File: config.mk
export PLATFORM = sky130hd
export DESIGN_NAME = fetch_stage
export DESIGN_NICKNAME = d
export VERILOG_FILES = /design/src/rtl/fetch_stage.sv
export SDC_FILE = /design/constraint.sdc
export NUM_CORES = 1
export LEC_CHECK = 0
export ABC_AREA = 1
export CORE_MARGIN = 2
export CORE_UTILIZATION = 50
export CTS_BUF_LIST = sky130_fd_sc_hd__clkbuf_8
export CTS_CLUSTER_SIZE = 25
export DETAILED_ROUTE_END_ITERATION = 16
export PLACE_DENSITY_LB_ADDON = 0.08
export SLEW_MARGIN = 0
export SYNTH_ARGS = -nofsm -noshare
export SYNTH_HDL_FRONTEND = slang
export SYNTH_SLANG_ARGS = --single-unit
File: constraint.sdc
create_clock -name clk -period 3.7 [get_ports clk]
set_input_delay 0.74 -clock clk [delete_from_list [all_inputs] [get_ports clk]]
set_output_delay 0.74 -clock clk [all_outputs]
set_load 0.03 [all_outputs]
File: src/rtl/fetch_stage.sv
// fetch_stage: owns the PC and issues one instruction-memory read at a time to feed IF/ID.
// Ports: clk/rst (sync, active-high); stall_d/stall_m hold the PC; branchTaken/branch_target redirect;
// imem_rd/imem_addr request, imem_data/imem_done/imem_err response; instr_f/pc_f/stall_f to IF/ID;
// err_instr_mem flags a misaligned PC or memory error for one cycle.
module fetch_stage #(
  parameter logic [15:0] PC_RESET  = 16'h0000,
  parameter logic [15:0] NOP_INSTR = 16'h0800
) (
  input  logic        clk,
  input  logic        rst,
  input  logic        stall_d,
  input  logic        stall_m,
  input  logic        branchTaken,
  input  logic [15:0] branch_target,
  output logic        imem_rd,
  output logic [15:0] imem_addr,
  input  logic [15:0] imem_data,
  input  logic        imem_done,
  input  logic        imem_err,
  output logic [15:0] instr_f,
  output logic [15:0] pc_f,
  output logic        stall_f,
  output logic        err_instr_mem
);
  typedef enum logic [1:0] {FETCH, WAIT, DRAIN, HALTED} state_t;
  state_t      state_q, state_d;
  logic [15:0] pc_q, pc_d, tgt_q, tgt_d;
  logic        active, mis, valid, hold, halt_op;
  always_comb begin
    active        = !rst && (state_q == FETCH || state_q == WAIT);
    mis           = active && pc_q[0];
    valid         = active && !pc_q[0] && imem_done;
    hold          = stall_d || stall_m;
    halt_op       = imem_data[15:11] == 5'd0 || imem_err;
    imem_rd       = !rst && ((active && !pc_q[0]) || state_q == DRAIN);
    imem_addr     = pc_q;
    pc_f          = pc_q + 16'd2;
    instr_f       = mis ? 16'h0000 : valid ? imem_data : NOP_INSTR;
    stall_f       = !(mis || valid);
    err_instr_mem = mis || (valid && imem_err);
    state_d       = state_q;
    pc_d          = pc_q;
    tgt_d         = tgt_q;
    case (state_q)
      FETCH, WAIT:
        if (branchTaken && (pc_q[0] || imem_done)) begin
          pc_d    = branch_target;
          state_d = FETCH;
        end else if (pc_q[0]) state_d = HALTED;
        else if (!imem_done) begin
          // a redirect while the read is in flight must wait for the response to drain
          state_d = branchTaken ? DRAIN : WAIT;
          tgt_d   = branchTaken ? branch_target : tgt_q;
        end else if (!hold) begin
          pc_d    = pc_q + 16'd2;
          state_d = halt_op ? HALTED : FETCH;
        end else state_d = FETCH;
      DRAIN: begin
        tgt_d = branchTaken ? branch_target : tgt_q;
        if (imem_done) begin
          pc_d    = tgt_d;
          state_d = FETCH;
        end
      end
      HALTED:
        if (branchTaken) begin
          pc_d    = branch_target;
          state_d = FETCH;
        end
    endcase
  end
  always_ff @(posedge clk)
    if (rst) begin
      state_q <= FETCH;
      pc_q    <= PC_RESET;
      tgt_q   <= '0;
    end else begin
      state_q <= state_d;
      pc_q    <= pc_d;
      tgt_q   <= tgt_d;
    end
endmodule

# [Word-level counts from Yosys, hierarchy flattened]
# Index checks and enable logic that the tools add are counted.
[classes] add_sub_neg=1 n_eq_ne=11 mux=23 reduce_logical=24
[ops] operator="$mux 16" count=12
[ops] operator="$pmux 16 s3" count=1
[ops] operator="$pmux 16 s2" count=1
[ops] operator="$add 16x2->16 const B" count=1
[ops] operator="$mux 2" count=8
[ops] operator="$ne 2x2->1 const B" count=5
[ops] operator="$ne 3x3->1 const B" count=3
[ops] operator="$logic_and 1x1->1" count=7
[ops] operator="$logic_or 1x1->1" count=7
[ops] operator="$pmux 2 s3" count=1
[ops] operator="$logic_not 5->1" count=1
[ops] operator="$reduce_and 5->1" count=1
[ops] operator="$eq 2x2->1 const B" count=2
[ops] operator="$reduce_and 4->1" count=1
[ops] operator="$logic_not 1->1" count=3
[ops] operator="$eq 2x1->1 const B" count=1
[ops] operator="$logic_not 2->1" count=1
[ops] operator="$reduce_and 2->1" count=1
[ops] operator="$reduce_bool 2->1" count=1
[ops] operator="$reduce_or 2->1" count=1
[word_totals] ff_bits=34 input_bits=39 out_inout_bits=51 elab_cells=63

# [Longest topological paths before layout]
# Gate-level depths: netlist of the first run.
[logic_depth] ltp_word=8 mapped_depth=10 ltp_nobuf=9

# [Worst setup path before layout of the first run]
# No wires, ideal clock.
[synth_path] path_type="input to output" from="input rst" to="output instr_f[10]" arrival_time_ns=1.735 required_time_ns=2.960 setup_slack_ns=1.225 stages=4 n_path_buf=1 cell_sequence="nor2_1 -> nand3_1 -> clkbuf_1 -> nor2_1"
[synth_between] elab_chain_len=6 word_cells_on_any_way=7 classes_between="mux: 2; reduce/logical: 5"
[synth_lines] item="from (decl)" line_no="10" source="input logic rst,"
[synth_lines] item="$logic_not 1->1 (*)" line_no="30" source="active = !rst && (state_q == FETCH || state_q == WAIT);"
[synth_lines] item="$logic_and 1x1->1 (*)" line_no="30"
[synth_lines] item="$logic_and 1x1->1 (2 in series)" line_no="32" source="valid = active && !pc_q[0] && imem_done;"
[synth_lines] item="$mux 16" line_no="38" source="instr_f = mis ? 16'h0000 : valid ? imem_data : NOP_INSTR;"
[synth_lines] item="$mux 16 (*)" line_no="38"
[synth_lines] item="to (decl)" line_no="20" source="output logic [15:0] instr_f,"
# Mark *: on every way between the ends. The rest lies on a longest branch, timed or not.

# [Final worst setup path of the first run]
[layout_path] from="input rst" to="output instr_f[11]"
# The elaborated chain is that of the path after synthesis.

==> results_dict.tcl, run 1 <==
set metrics [dict create \
    drive_above_1_share 0.04941 \
    mappedNetlistArea_mm2 0.002437 \
    clk_pin_slew_ps 70 \
    worstPathArrival_ps 2450 \
    via_count_of_the_routed_design 2916 \
    layout_worst_path_cycle_share 0.8618 \
    antenna_cells_inserted 0 \
    initial_core_util 0.5160 \
    yosys.area.top_type "dfxtp_1" \
    report.final.setup_viol 0 \
    drt_first_iter_violations 182 \
    synth_top_flop_cell "dfxtp_1" \
    clock-skew-final_ps 12.44 \
    drt-met1-wl_um 2926 \
    fp-row-count 25 \
    endpoint_kind "primary output" \
    outcome "finished clean" \
    cp-start-kind "input port" \
    rsz_0062_raised_after_global_routing "no" \
    powerDensity_mw_per_mm2 432.0 \
    portBuffers 89 \
    drc 0 \
    timing.final.max_slew_violations 0 \
    holdWs_ps 448.0 \
    synthTopCellsByCount "nand2_1 (106), inv_1 (65), nor2_1 (63)" \
    period_minus_slack_ps 3189 \
    grt_pass1_wl_um 11110 \
    grt_max_degree 28 \
    grtUsageTotal 0.2626 \
    number_of_endpoints_with_negative_hold_slack_in_the_final_report 0 \
    finalNetCount 545 \
    routed_via_density 5.089 \
    required_ps 2960 \
    drt-total-wl_um 6959 \
    type_of_the_worst_min_delay_path "reg -> reg" \
    fmax_ghz 0.3136 \
    synth_top_cell_area_share 0.2793 \
    synth_top_cells_by_area "dfxtp_1 (28%), nand2_1 (16%), inv_1 (10%)" \
    first_global_vias 2491 \
    ys_types 31 \
    die_height_um 73.82 \
    synth_edf_count 0 \
    cts_sinks 34 \
    postCtsSetupRepairBufs 0 \
    post_cts_resized 0 \
    power.ir.vdd_worst_mv 0.3949 \
    synthArstFlopShare 0 \
    synth.most_common_cell "nand2_1" \
    hpwl_um 5247 \
    grt_overflow_total 0 \
    number_of_buffers_added_by_the_clock_tree_synthesis_step 5 \
    design.core.area_mm2 0.004723 \
    synth-seq-area-share 0.2793 \
    post_drt_antenna_nets 0 \
    clkLatencyLatePin_ps 300 \
    maximum_level_of_the_cts_h_tree 2 \
    clock_tree.buffer_depth 2 \
    post_syn_area_per_cell_um2 5.789 \
    timing.setup.critical_path_class "in -> out" \
    wl_per_cell_um 12.14 \
    floorplan_die_area_mm2 0.005449 \
    slew_headroom 0.4580 \
    cts_hold_buf 0 \
    max-cap-violations 0 \
    antenna_found_initial 0 \
    cts_tree "built" \
    yosys_warning_count 0 \
    die-width_um 73.82 \
    worst_slew_pin_slew_ps 812.1 \
    clockRootBuffer "clkbuf_8" \
    detail_route.first_pass.iterations 5 \
    highest_layer "met4" \
    postSynthNetCount 461 \
    ioPinCount 90 \
    worst-path-max-fanout 17 \
    detailroute.wirelength.met3_um 441 \
    leakage_dissipation_nw 1.561 \
    place.gp.congestion 0.8379 \
    fin_setup_tns_ps 0 \
    route.met2.wl_um 3455 \
    synth-seq-cells 34 \
    area_delta_synth_final_pct 41.43 \
    netlist_instances 421 \
]
[critical path, stage by stage]
cell,delay (ps)
clkdlybuf4s50_1,470
nor2_1,70
nand3_1,90
buf_4,210
nor2_1,60
a21oi_1,110
clkdlybuf4s50_1,700
[cells in the final DEF, fill, tap and decap left out, types with 8 or more instances in the layout]
cell type        netlist  routed
inv_1                 65      67
nor2_1                63      63
nand2_1              106     106
o21ai_0               35      35
a21oi_1               31      31
and2_1                 8       8
dfxtp_1               34      34
clkdlybuf4s50_1        0      88
nand3_1               32      32
[registers in the layout, indices dropped and copies added, names as in the netlist, named ones only]
name and cells:
state_q 2, tgt_q 16, imem_addr 15
[kinds of logic after synthesis]
group / count (synthesis) / synth area share
compound gates: 76 / 0.1699
simple gates: 221 / 0.3824
buf+inv: 85 / 0.1489
fa+ha+maj: 1 / 0.005133
xor+xnor: 4 / 0.01438
flops: 34 / 0.2793
[cell type report]
class	instances	area [um^2]
Timing Repair Buffer	93	918.4
Clock buffer	5	68.82
Inverter	69	264.0
Clock inverter	3	37.54
Multi-Input combinational cell	302	1394
Sequential cell	34	680.7
Fill cell	411	1276
Tap cell	67	83.83
[per-layer routing]
layer	vias up	track usage
met1	1286	0.3146
li1	1485	-
met5	-	0
met3	17	0.06173
met4	0	0.08889
met2	128	0.4573
[worst paths after layout]
kind | end | start | cells past startpoint | slack, ps
worst max register to register | imem_addr[3]$_SDFFE_PP0P_ | state_q[1]$_SDFFE_PP0P_ | 9 | 1860
worst min register to register | tgt_q[8]$_SDFFE_PP0P_ | tgt_q[8]$_SDFFE_PP0P_ | 2 | 450
worst max-delay path | instr_f[11] | rst | 7 | 510
worst min-delay path | tgt_q[8]$_SDFFE_PP0P_ | tgt_q[8]$_SDFFE_PP0P_ | 2 | 450
[power by group]
| part | leakage [nW] | total, mW | switching (mW) | internal [mW] |
|---|---|---|---|---|
| sequential | 0.281 | 0.474 | 0.0481 | 0.426 |
| combinational | 1.22 | 0.677 | 0.414 | 0.263 |
| clock | 0.0607 | 0.338 | 0.142 | 0.196 |
[metrics by stage]
stage                 util  area [um^2]  worst slack, ps  power [mW]  instances
global route        0.7298         3447            351.3       1.573        573
CTS                 0.7298         3447            509.7       1.491        573
global placement    0.7073         3341            545.3       1.138        565
detailed placement  0.7073         3341            509.5       1.152        565
floorplan                -         2437             1225      0.9138        421
finish              0.7298         3447            511.4       1.489        573
(Power assumes the default switching activity.)
==> run 2: changes to the inputs <==
--- a/config.mk
+++ b/config.mk
@@ -7,7 +7,7 @@
 export LEC_CHECK = 0
 export ABC_AREA = 1
 export CORE_MARGIN = 2
-export CORE_UTILIZATION = 50
+export CORE_UTILIZATION = 30
 export CTS_BUF_LIST = sky130_fd_sc_hd__clkbuf_8
 export CTS_CLUSTER_SIZE = 25
 export DETAILED_ROUTE_END_ITERATION = 16
==> run 2 against run 1 <==
Net effect:
- design area down 0.54%
- power down 3.8%
- sequential power barely moved
- clock-buffer cell count up 1
- die area is 63% higher
- flip-flop and latch count unchanged
- routed wire length up 4.6%
- register-to-register slack got worse by 40 ps
- first-iteration DRC count is 38% lower
- via count fell by 7.0%
- sequential share of layout area grew 0.11 points
- fmax grew 2.8%
- largest cell class unchanged
- highest routed layer unchanged
==> results_dict.tcl, run 2 (same netlist as run 1, synthesis figures left out) <==
set metrics [dict create \
    grt_pass1_wl_um 11540 \
    initial_core_util 0.3122 \
    placed_cells_incl_taps 599 \
    worstPathArrival_ps 2360 \
    portBuffers 89 \
    layout_worst_path_cycle_share 0.8381 \
    timing.critical_path.mode_cell "nand3_1" \
    cp-start-kind "flip-flop" \
    postCtsSetupRepairBufs 0 \
    powerDensity_mw_per_mm2 417.7 \
    finalNetCount 544 \
    grtUsageTotal 0.1637 \
    worst-path-max-fanout 5 \
    clkLatencyLatePin_ps 290 \
    drive_above_1_share 0.08119 \
    die-width_um 94.14 \
    place_area_mm2 0.003337 \
    sequential_cell_area_um2 680.7 \
    die_height_um 94.14 \
    ioPinCount 90 \
    cts_sinks 34 \
    rsz_0062_raised_after_global_routing "no" \
    cts_tree "built" \
    grt_max_degree 28 \
    top_register "tgt_q" \
    hpwl_um 5552 \
    type_of_the_worst_min_delay_path "reg -> reg" \
    antenna_cells_inserted 0 \
    fin_cells 607 \
    max-cap-violations 0 \
    power.ir.vdd_worst_mv 0.2346 \
    number_of_endpoints_with_negative_hold_slack_in_the_final_report 0 \
    fin_setup_tns_ps 0 \
    clockRootBuffer "clkbuf_8" \
    most-common-layout-cells "nand2_1 (106), clkdlybuf4s50_1 (72), inv_1 (66), nor2_1 (63), o21ai_0 (35)" \
    clock_tree.buffer_depth 2 \
    worstPathCellList "ha_1 > nand3_1 > nor2_1 > nand3_1 > nand2_1 > and2_1 > clkdlybuf4s50_1" \
    multi_input_comb_area_mm2 0.001394 \
    place.gp.congestion 0.7865 \
    timing.setup.critical_path_class "reg -> out" \
    worst_slew_pin_slew_ps 839.0 \
    grt_overflow_total 0 \
    design.core.area_mm2 0.007807 \
    wl_per_cell_um 11.99 \
    clock-skew-final_ps 7.377 \
    floorplan_die_area_mm2 0.008861 \
    drt_first_iter_violations 112 \
    fmax_ghz 0.3225 \
    required_ps 2960 \
    slew_headroom 0.4401 \
    maximum_level_of_the_cts_h_tree 2 \
    timing.final.max_slew_violations 0 \
    fill_cells 863 \
    crit_slowest_cell "clkdlybuf4s50_1" \
    clk_pin_slew_ps 70 \
    leakage_dissipation_nw 1.576 \
    cts_hold_buf 0 \
    first_global_vias 2430 \
    largest_register_ffs 16 \
    drt-total-wl_um 7278 \
    endpoint_kind "primary output" \
    period_minus_slack_ps 3101 \
    routed_via_density 4.468 \
    fp-row-count 32 \
    post_drt_antenna_nets 0 \
    antenna_found_initial 0 \
    layout_commonest_cell "nand2_1" \
    detail_route.first_pass.iterations 5 \
    via_count_of_the_routed_design 2712 \
    outcome "finished clean" \
    cpPeakStageDelay_ps 670 \
    area_delta_synth_final_pct 40.66 \
    number_of_buffers_added_by_the_clock_tree_synthesis_step 5 \
    post_cts_resized 0 \
    final_cell_area_mm2 0.003428 \
    drc 0 \
    report.final.setup_viol 0 \
]
## run 2: worst paths after layout
| kind | slack, ps | cells after the start | end | startpoint |
|---|---|---|---|---|
| min reg2reg | 450 | 2 | tgt_q[13]$_SDFFE_PP0P_ | tgt_q[13]$_SDFFE_PP0P_ |
| max | 600 | 7 | pc_f[15] | imem_addr[1]$_SDFFE_PP0P_ |
| min | 450 | 2 | tgt_q[13]$_SDFFE_PP0P_ | tgt_q[13]$_SDFFE_PP0P_ |
| max reg2reg | 1820 | 9 | imem_addr[2]$_SDFFE_PP0P_ | state_q[1]$_SDFFE_PP0P_ |
## run 2: critical path, delay by kind of cell, from the launching register on
kind	cells	cell delay (ps)
simple gates	5	810
fa+ha+maj	1	200
flops	1	380
buf+inv	1	670
## run 2: final cells by class
type                            instances  area share
Sequential cell                        34      0.1985
Inverter                               69     0.07701
Tap cell                              102     0.03723
Timing Repair Buffer                   92      0.2540
Clock buffer                            6     0.02409
Clock inverter                          2    0.002555
Multi-Input combinational cell        302      0.4066
## run 2: through the flow
| stage | utilization | power [mW] | setup WS (ps) | hold slack (ps) |
|---|---|---|---|---|
| after floorplan | - | 0.9138 | 1225 | 424.4 |
| after global placement | 0.4274 | 1.154 | 738.7 | 434.4 |
| after detailed placement | 0.4274 | 1.158 | 662.0 | 442.4 |
| after CTS | 0.4391 | 1.447 | 575.7 | 452.9 |
| after global routing | 0.4391 | 1.535 | 431.5 | 469.2 |
| final | 0.4391 | 1.432 | 599.1 | 448.7 |
## run 2: routing by layer
metal	vias up	share of wire	global-route usage
met5	-	0	0
met3	4	0.031	0.02488
met1	1174	0.51	0.2336
li1	1484	-	-
met2	50	0.45	0.2613
met4	0	0.0055	0.03261
## run 2: where the power goes
| group | switching, mW | total, mW | internal (mW) |
|---|---|---|---|
| sequential | 0.0491 | 0.475 | 0.426 |
| clock | 0.140 | 0.287 | 0.147 |
| combinational | 0.412 | 0.670 | 0.258 |
